[src/rtl/egress_collector_pkg.sv]
// Shared constants for the egress collector: word layout, port count and FSM encoding.
package egress_collector_pkg;

    localparam int DATA_W    = 10;
    localparam int DEST_W    = 2;
    localparam int DEST_HI   = DATA_W - 1;
    localparam int DEST_LO   = DATA_W - DEST_W;
    localparam int NUM_PORTS = 4;

    localparam logic [1:0] ST_IDLE    = 2'd0;
    localparam logic [1:0] ST_POP     = 2'd1;
    localparam logic [1:0] ST_CAPTURE = 2'd2;
    localparam logic [1:0] ST_SEND    = 2'd3;

endpackage

[src/rtl/egress_collector_rr_arbiter4.sv]
// Four-way round-robin pick: the first requester after 'last', wrapping 3->0.
module rr_arbiter4 (
    input  logic [3:0] req,
    input  logic [1:0] last,
    output logic [1:0] gnt_idx,
    output logic       any
);

    assign any = |req;

    // Scan farthest-first so the nearest requester after 'last' overwrites.
    always_comb begin
        gnt_idx = '0;
        for (int k = 4; k >= 1; k--) begin
            if (req[last + 2'(k)]) begin
                gnt_idx = last + 2'(k);
            end
        end
    end

endmodule

[src/rtl/egress_collector.sv]
// Collects words from egress FIFOs 4..7 round-robin and serialises them onto a
// valid/ready output, counting words per port and flagging destination mismatches.
//
// state      | meaning
// IDLE       | waiting for any non-empty FIFO, grants one port
// POP        | one-cycle read strobe to the granted FIFO
// CAPTURE    | FIFO read data registered into out_data/out_src
// SEND       | out_valid held until out_ready
module egress_collector #(
    parameter int DATA_W = egress_collector_pkg::DATA_W,
    parameter int CNT_W  = 8
) (
    input  logic              clk,
    input  logic              reset,
    input  logic [3:0]        fifo_empty,
    input  logic [DATA_W-1:0] fifo4_out,
    input  logic [DATA_W-1:0] fifo5_out,
    input  logic [DATA_W-1:0] fifo6_out,
    input  logic [DATA_W-1:0] fifo7_out,
    output logic [3:0]        pop,
    output logic [DATA_W-1:0] out_data,
    output logic [1:0]        out_src,
    output logic              out_valid,
    input  logic              out_ready,
    output logic              dest_err,
    output logic [CNT_W-1:0]  cnt0,
    output logic [CNT_W-1:0]  cnt1,
    output logic [CNT_W-1:0]  cnt2,
    output logic [CNT_W-1:0]  cnt3
);
    import egress_collector_pkg::*;

    logic [1:0]        state;
    logic [1:0]        grant;
    logic [1:0]        last_grant;
    logic [1:0]        gnt_idx;
    logic              any_req;
    logic [DATA_W-1:0] fifo_sel;
    logic [CNT_W-1:0]  cnt [NUM_PORTS];

    rr_arbiter4 u_arb (
        .req     (~fifo_empty),
        .last    (last_grant),
        .gnt_idx (gnt_idx),
        .any     (any_req)
    );

    always_comb begin
        fifo_sel = '0;
        case (grant)
            2'd0: fifo_sel = fifo4_out;
            2'd1: fifo_sel = fifo5_out;
            2'd2: fifo_sel = fifo6_out;
            2'd3: fifo_sel = fifo7_out;
            default: fifo_sel = '0;
        endcase
    end

    // The empty flag is re-checked here so a FIFO drained after grant is never popped.
    always_comb begin
        pop = '0;
        if (state == ST_POP && !reset && !fifo_empty[grant]) begin
            pop[grant] = 1'b1;
        end
    end

    assign out_valid = (state == ST_SEND);
    assign cnt0      = cnt[0];
    assign cnt1      = cnt[1];
    assign cnt2      = cnt[2];
    assign cnt3      = cnt[3];

    always_ff @(posedge clk) begin
        if (reset) begin
            state      <= ST_IDLE;
            grant      <= 2'd0;
            last_grant <= 2'd3;
            out_data   <= '0;
            out_src    <= 2'd0;
            dest_err   <= 1'b0;
            for (int i = 0; i < NUM_PORTS; i++) begin
                cnt[i] <= '0;
            end
        end else begin
            case (state)
                ST_IDLE: begin
                    if (any_req) begin
                        grant <= gnt_idx;
                        state <= ST_POP;
                    end
                end
                ST_POP: begin
                    state <= fifo_empty[grant] ? ST_IDLE : ST_CAPTURE;
                end
                ST_CAPTURE: begin
                    out_data <= fifo_sel;
                    out_src  <= grant;
                    if (fifo_sel[DATA_W-1 -: DEST_W] != grant) begin
                        dest_err <= 1'b1;
                    end
                    state <= ST_SEND;
                end
                ST_SEND: begin
                    if (out_ready) begin
                        cnt[out_src] <= cnt[out_src] + 1'b1;
                        last_grant   <= out_src;
                        state        <= ST_IDLE;
                    end
                end
                default: state <= ST_IDLE;
            endcase
        end
    end

endmodule

[config.mk]
export PLATFORM = sky130hd
export DESIGN_NAME = egress_collector
export DESIGN_NICKNAME = d
export VERILOG_FILES = /design/src/rtl/egress_collector_pkg.sv /design/src/rtl/egress_collector_rr_arbiter4.sv /design/src/rtl/egress_collector.sv
export SDC_FILE = /design/constraint.sdc
export NUM_CORES = 1
export LEC_CHECK = 0
export CAP_MARGIN = 30
export CORE_UTILIZATION = 50
export CTS_BUF_LIST = sky130_fd_sc_hd__clkbuf_2
export DETAILED_ROUTE_END_ITERATION = 16
export PLACE_DENSITY = 0.84
export SYNTH_ARGS = -nofsm -noshare
export SYNTH_HDL_FRONTEND = slang
export SYNTH_SLANG_ARGS = --single-unit
[constraint.sdc]
create_clock -name clk -period 4.4 [get_ports clk]
set_input_delay 0.88 -clock clk [delete_from_list [all_inputs] [get_ports clk]]
set_output_delay 0.88 -clock clk [all_outputs]
set_load 0.005 [all_outputs]
# After elaboration in Yosys (flattened, before gate mapping)
# Memories as Yosys holds them, arrays and structs flattened. A register that Yosys moved wholly into a read port is not among the register bits.
# Index checks and enable logic that the tools add are counted.
# classes
bitwise,1
n_eq_ne,9
n_reduce_logical,13
n_addsub,4
mux,33
order_cmp,6
# ops
operator,n
$pmux 10 s4,1
$mux 2,10
$lt 2x3->1 const B,5
$mux 1,13
$bmux 1 s2,5
$add 8x1->8 const B,1
$eq 2x2->1 const B,4
$mux 8,1
$pmux 2 s4,1
$reduce_and 2->1,4
$reduce_or 8->1,1
$add 2x2->2 const B,2
$eq 2x1->1 const B,2
$logic_not 2->1,2
$mux 4,1
$not 4->4,1
$reduce_or 4->1,1
$logic_and 1x1->1,3
$add 2x1->2 const B,1
$demux 1 s2,1
$ge 2x1->1 const B,1
$logic_not 1->1,2
$ne 2x1->1 const B,1
$ne 2x2->1,1
$ne 2x2->1 const B,1
# word_totals
n_memories,1
out_inout_bits,50
ff_bits,19
in_bits,47
ram_bits,32
word_cells,73
# memory_table
memory,words,width,rd,rd_ports_with_merged_regs,write_ports,line,rtl
cnt,4,8,5,1,4,egress_collector.sv:39,logic [CNT_W-1:0] cnt [NUM_PORTS];

# Logic depth before layout (Yosys ltp)
# logic_depth
depth_word,7
mapped_depth,7
depth_no_buf,6

# Hierarchy
# From an unflattened synthesis, not the netlist that was laid out.
# unflattened
hier_cells,239
hier_area_um2,2690.1
# modules_own_cells
module,area_each_um2,seq_area_each_um2,cells_each,instances
egress_collector,2598.7,1381.3,225,1
rr_arbiter4,91.3,0.0,14,1

# Worst setup path before layout
# OpenSTA, ideal clock, no wires.
# synth_path
path_type,in2out
from,in reset
to,out pop[1]
cell_stages,4
required_ps,3520
n_path_buf,1
arrival_time_ps,1803
slack_ps,1717
path_cell_list,buf_6 > a2111oi_0 > o21ai_0 > nor3_1
# synth_between
elab_chain_cells,4
# synth_lines
element,line,rtl
from (decl),egress_collector.sv:14,"input logic reset,"
$logic_not 1->1,egress_collector.sv:62,if (state == ST_POP && !reset && !fifo_empty[grant]) begin
$logic_and 1x1->1 (2 in series),egress_collector.sv:62,
$mux 4,egress_collector.sv:62,
to (decl),egress_collector.sv:20,"output logic [3:0] pop,"
# No other way between the ends.

# Worst setup path in the final report
# layout_path
from,in fifo_empty[0]
to,out pop[2]
# layout_between
elab_chain_cells,5
# layout_lines
element,line,rtl
from (decl),egress_collector.sv:15,"input logic [3:0] fifo_empty,"
$bmux 1 s2,egress_collector.sv:62,
$mux 1 (implied by the code),egress_collector.sv:62,
$logic_not 1->1,egress_collector.sv:62,
$logic_and 1x1->1,egress_collector.sv:62,
$mux 4,egress_collector.sv:62,
# No other way between the ends. The select of a mux whose other input is x is not followed.

==> run_results.csv <==
group,metric,value,unit
detailed_routing,vias,2253,
global_route,grt_overflow_total,0,
detailed_routing,wl,6490,um
critical_path,required,3.52,ns
placed_design,place_area,0.00370,sq mm
critical_path,slowest_stage,"clkdlybuf4s50_1",
critical_path,critPathMaxFanout,4,
critical_path,arrival,2.83,ns
global_route,grt_max_degree,26,
clock_tree,cts_hold_buf,0,
yosys,synth_area_leaders,"edfxtp_1 (35%), dfxtp_1 (15%), mux4_1 (11%)",
clock_tree,cts_buffers,5,
sta,report.final.slew_viol_count,0,
clock_tree,cts_resized,0,
detailed_routing,via_per_inst,5.65,
final_layout,num_antenna_cells,0,
clock_tree,path_clk_slew,0.25,ns
yosys,synth_top_area_share,35.1,%
clock_tree,postCtsSetupBuffers,0,
sta,max_slew_margin,43.4,%
placed_design,dp_hpwl,4830,um
detailed_routing,first_pass_iters,4,
floorplanning,start_util,52.6,%
critical_path,end_kind,"primary output",
worst_hold_path,hp-class,"flop to flop",
global_route,antenna_found_initial,0,
yosys,synth_area_per_cell,11.6,sq um
floorplanning,io_pins,97,
floorplanning,die_h,76.0,um
clock_tree,cts_tree,"yes",
clock_tree,cts_root_buffer,"clkbuf_2",
power_and_ir_drop,leakagePower,0.00132,uW
yosys,ys_ff_latch,53,
critical_path,path_cells,"clkdlybuf4s50_1, a2111oi_0, o21ai_0, nor3_1, clkdlybuf4s50_1",
yosys,synth.distinct_cells,40,
clock_tree,clk_latency,0.45,ns
placed_design,place_congestion,0.792,
final_layout,final_area,0.00375,sq mm
critical_path,path_delay_family,"buffers and inverters",
sta,fin_tns_setup,0,ns
yosys,yosysTopAreaCell,"edfxtp_1",
detailed_routing,wl_per_cell,16.3,um
final_layout,finalNetCount,376,
global_route,grt_pass1_wl,10400,um
yosys,synth_area,0.00274,sq mm
status,status,"completed",
critical_path,path_common_cell,"clkdlybuf4s50_1",
critical_path,crit_buf_inv,2,
sta,period_minus_slack,3.71,ns
sta,skew,0.0421,ns
sta,setup_viol,0,
detailed_routing,drt-initial-drc-count,130,
yosys,synthCells,236,
clock_tree,cts_num_sinks,53,
sta,finalHoldViolations,0,
final_layout,syn2layout_area_growth,36.8,%
floorplanning,die_w,76.0,um
detailed_routing,post-route-drc-count,0,
critical_path,startpoint_type,"input pin",
detailed_routing,antenna_left,0,
placed_design,port_buffers,96,
floorplanning,die-area,0.00578,sq mm
yosys,synthArstFlopShare,0,%
global_route,grt_use_total,23.0,%
clock_tree,h-tree-depth,2,
yosys,ys_warn_count,0,
global_route,first_global_vias,2133,
clock_tree,cts_buffer_depth,2,
floorplanning,num_rows,26,
final_layout,fin_util,72.0,%
floorplanning,core_area,0.00520,sq mm
power_and_ir_drop,max-vdd-ir-drop,0.000134,V
sta,worstMarginPinSlew,0.847,ns
critical_path,critical_path.max_stage_delay,0.53,ns
flow_run,drv_cap,0,
yosys,synthesis.nets,284,
final_layout,drive_gt1_share,7.29,%
sta,post-route-period-util,84.3,%
sta,rsz0062_at_grt,"false",
yosys,synth.yosys.seq_area_share,50.4,%
yosys,synth-edff-count,32,
critical_path,crit_type,"input pin to primary output",
power_and_ir_drop,powerDensity,256,mW/mm^2
yosys,synth_ff_type,"edfxtp_1",
sta,timing.fmax,0.269,GHz
sequential cells by signal, summed over array words and instances, names as in the netlist, named ones only:
| name | cells |
|---|---|
| out_src | 2 |
| grant | 2 |
| out_data | 10 |
| cnt | 32 |
| state | 1 |
| dest_err | 1 |
| last_grant | 2 |
cell usage in the layout (no fill, tap or decap), drive strengths merged, types with 2 or more instances in the layout:
cell            n
buf             3
nand4           2
dfxtp          21
a21oi          29
nor3b           2
nor2           22
xor2            2
nand3b          2
or3             4
o21ai           7
and2            2
a311oi          2
nor3            6
inv            10
nand3           6
mux2i           2
edfxtp         32
nand2          33
mux4           18
clkdlybuf4s50  96
nand2b          9
clkbuf          5
final cells by class:
| cell class | instances | area [sq um] |
|---|---|---|
| fill | 400 | 1460 |
| clock inverter | 3 | 21.3 |
| tap | 70 | 87.6 |
| sequential | 53 | 1380 |
| multi-input combinational | 160 | 1210 |
| clock buffer | 5 | 25.0 |
| inverter | 9 | 33.8 |
| timing repair buffer | 99 | 983 |
worst paths after layout:
| path | startpoint | end | slack, ns | depth (start not counted) |
|---|---|---|---|---|
| hold reg to reg | out_data[5] | out_data[5] | 0.47 | 2 |
| hold / removal | out_data[5] | out_data[5] | 0.47 | 2 |
| setup / recovery | fifo_empty[0] | pop[2] | 0.69 | 5 |
| setup reg to reg | flop | cnt[1][4] | 2.01 | 5 |
synthesized netlist by cell type (2+ instances only):
| cell | number |
|---|---|
| nand2_1 | 33 |
| edfxtp_1 | 32 |
| a21oi_1 | 29 |
| nor2_1 | 22 |
| dfxtp_1 | 21 |
| mux4_1 | 11 |
| inv_1 | 9 |
| nand2b_1 | 9 |
| mux4_2 | 7 |
| clkbuf_1 | 6 |
| nand3_1 | 6 |
| nor3_1 | 6 |
| o21ai_0 | 6 |
| buf_6 | 3 |
| clkbuf_8 | 3 |
| or3_4 | 3 |
| a311oi_1 | 2 |
| and2_1 | 2 |
| mux2i_1 | 2 |
| nand3b_1 | 2 |
| nor3b_1 | 2 |
| xor2_1 | 2 |
worst register-to-register path, stage by stage, from the launching register on:
cell	delay [ns]
dfxtp_1	0.72
mux4_1	0.73
ha_1	0.27
nand3_1	0.09
xor2_1	0.29
nor2_1	0.09
where the power goes:
part	leakage [uW]	switching (uW)	internal, uW
Combinational	0.000788	80.0	116
Clock	0.0000294	158	40.3
Sequential	0.000501	16.5	548
kinds of logic after synthesis:
group / after synthesis / synth area share [%]
AOI/OAI and AO/OA: 44 / 9.09
buffers and inverters: 23 / 5.25
adders and majority gates: 1 / 0.457
and+or+nand+nor: 91 / 16.4
muxes: 21 / 17.5
DFF: 53 / 50.4
xor gates and xnor gates: 3 / 0.960
per-stage QoR:
| step | total power [uW] | cells | hold WS (ns) | worst slack [ns] |
|---|---|---|---|---|
| floorplan | 676 | 236 | 0.442 | 1.72 |
| global placement | 766 | 391 | 0.432 | 0.791 |
| detailed placement | 770 | 391 | 0.449 | 0.710 |
| CTS | 959 | 399 | 0.475 | 0.701 |
| global route | 998 | 399 | 0.490 | 0.393 |
| finish | 958 | 399 | 0.473 | 0.689 |
metal layers:
layer  part of all wire (%)  GRT usage, %  up-vias
met2                     53          40.5       91
met1                     40          28.6     1091
met5                      0             0        -
li1                       -             -     1061
met4                    1.4          5.38        0
met3                    6.1          5.75       10
No activity file was read; power rests on OpenSTA's default activity.
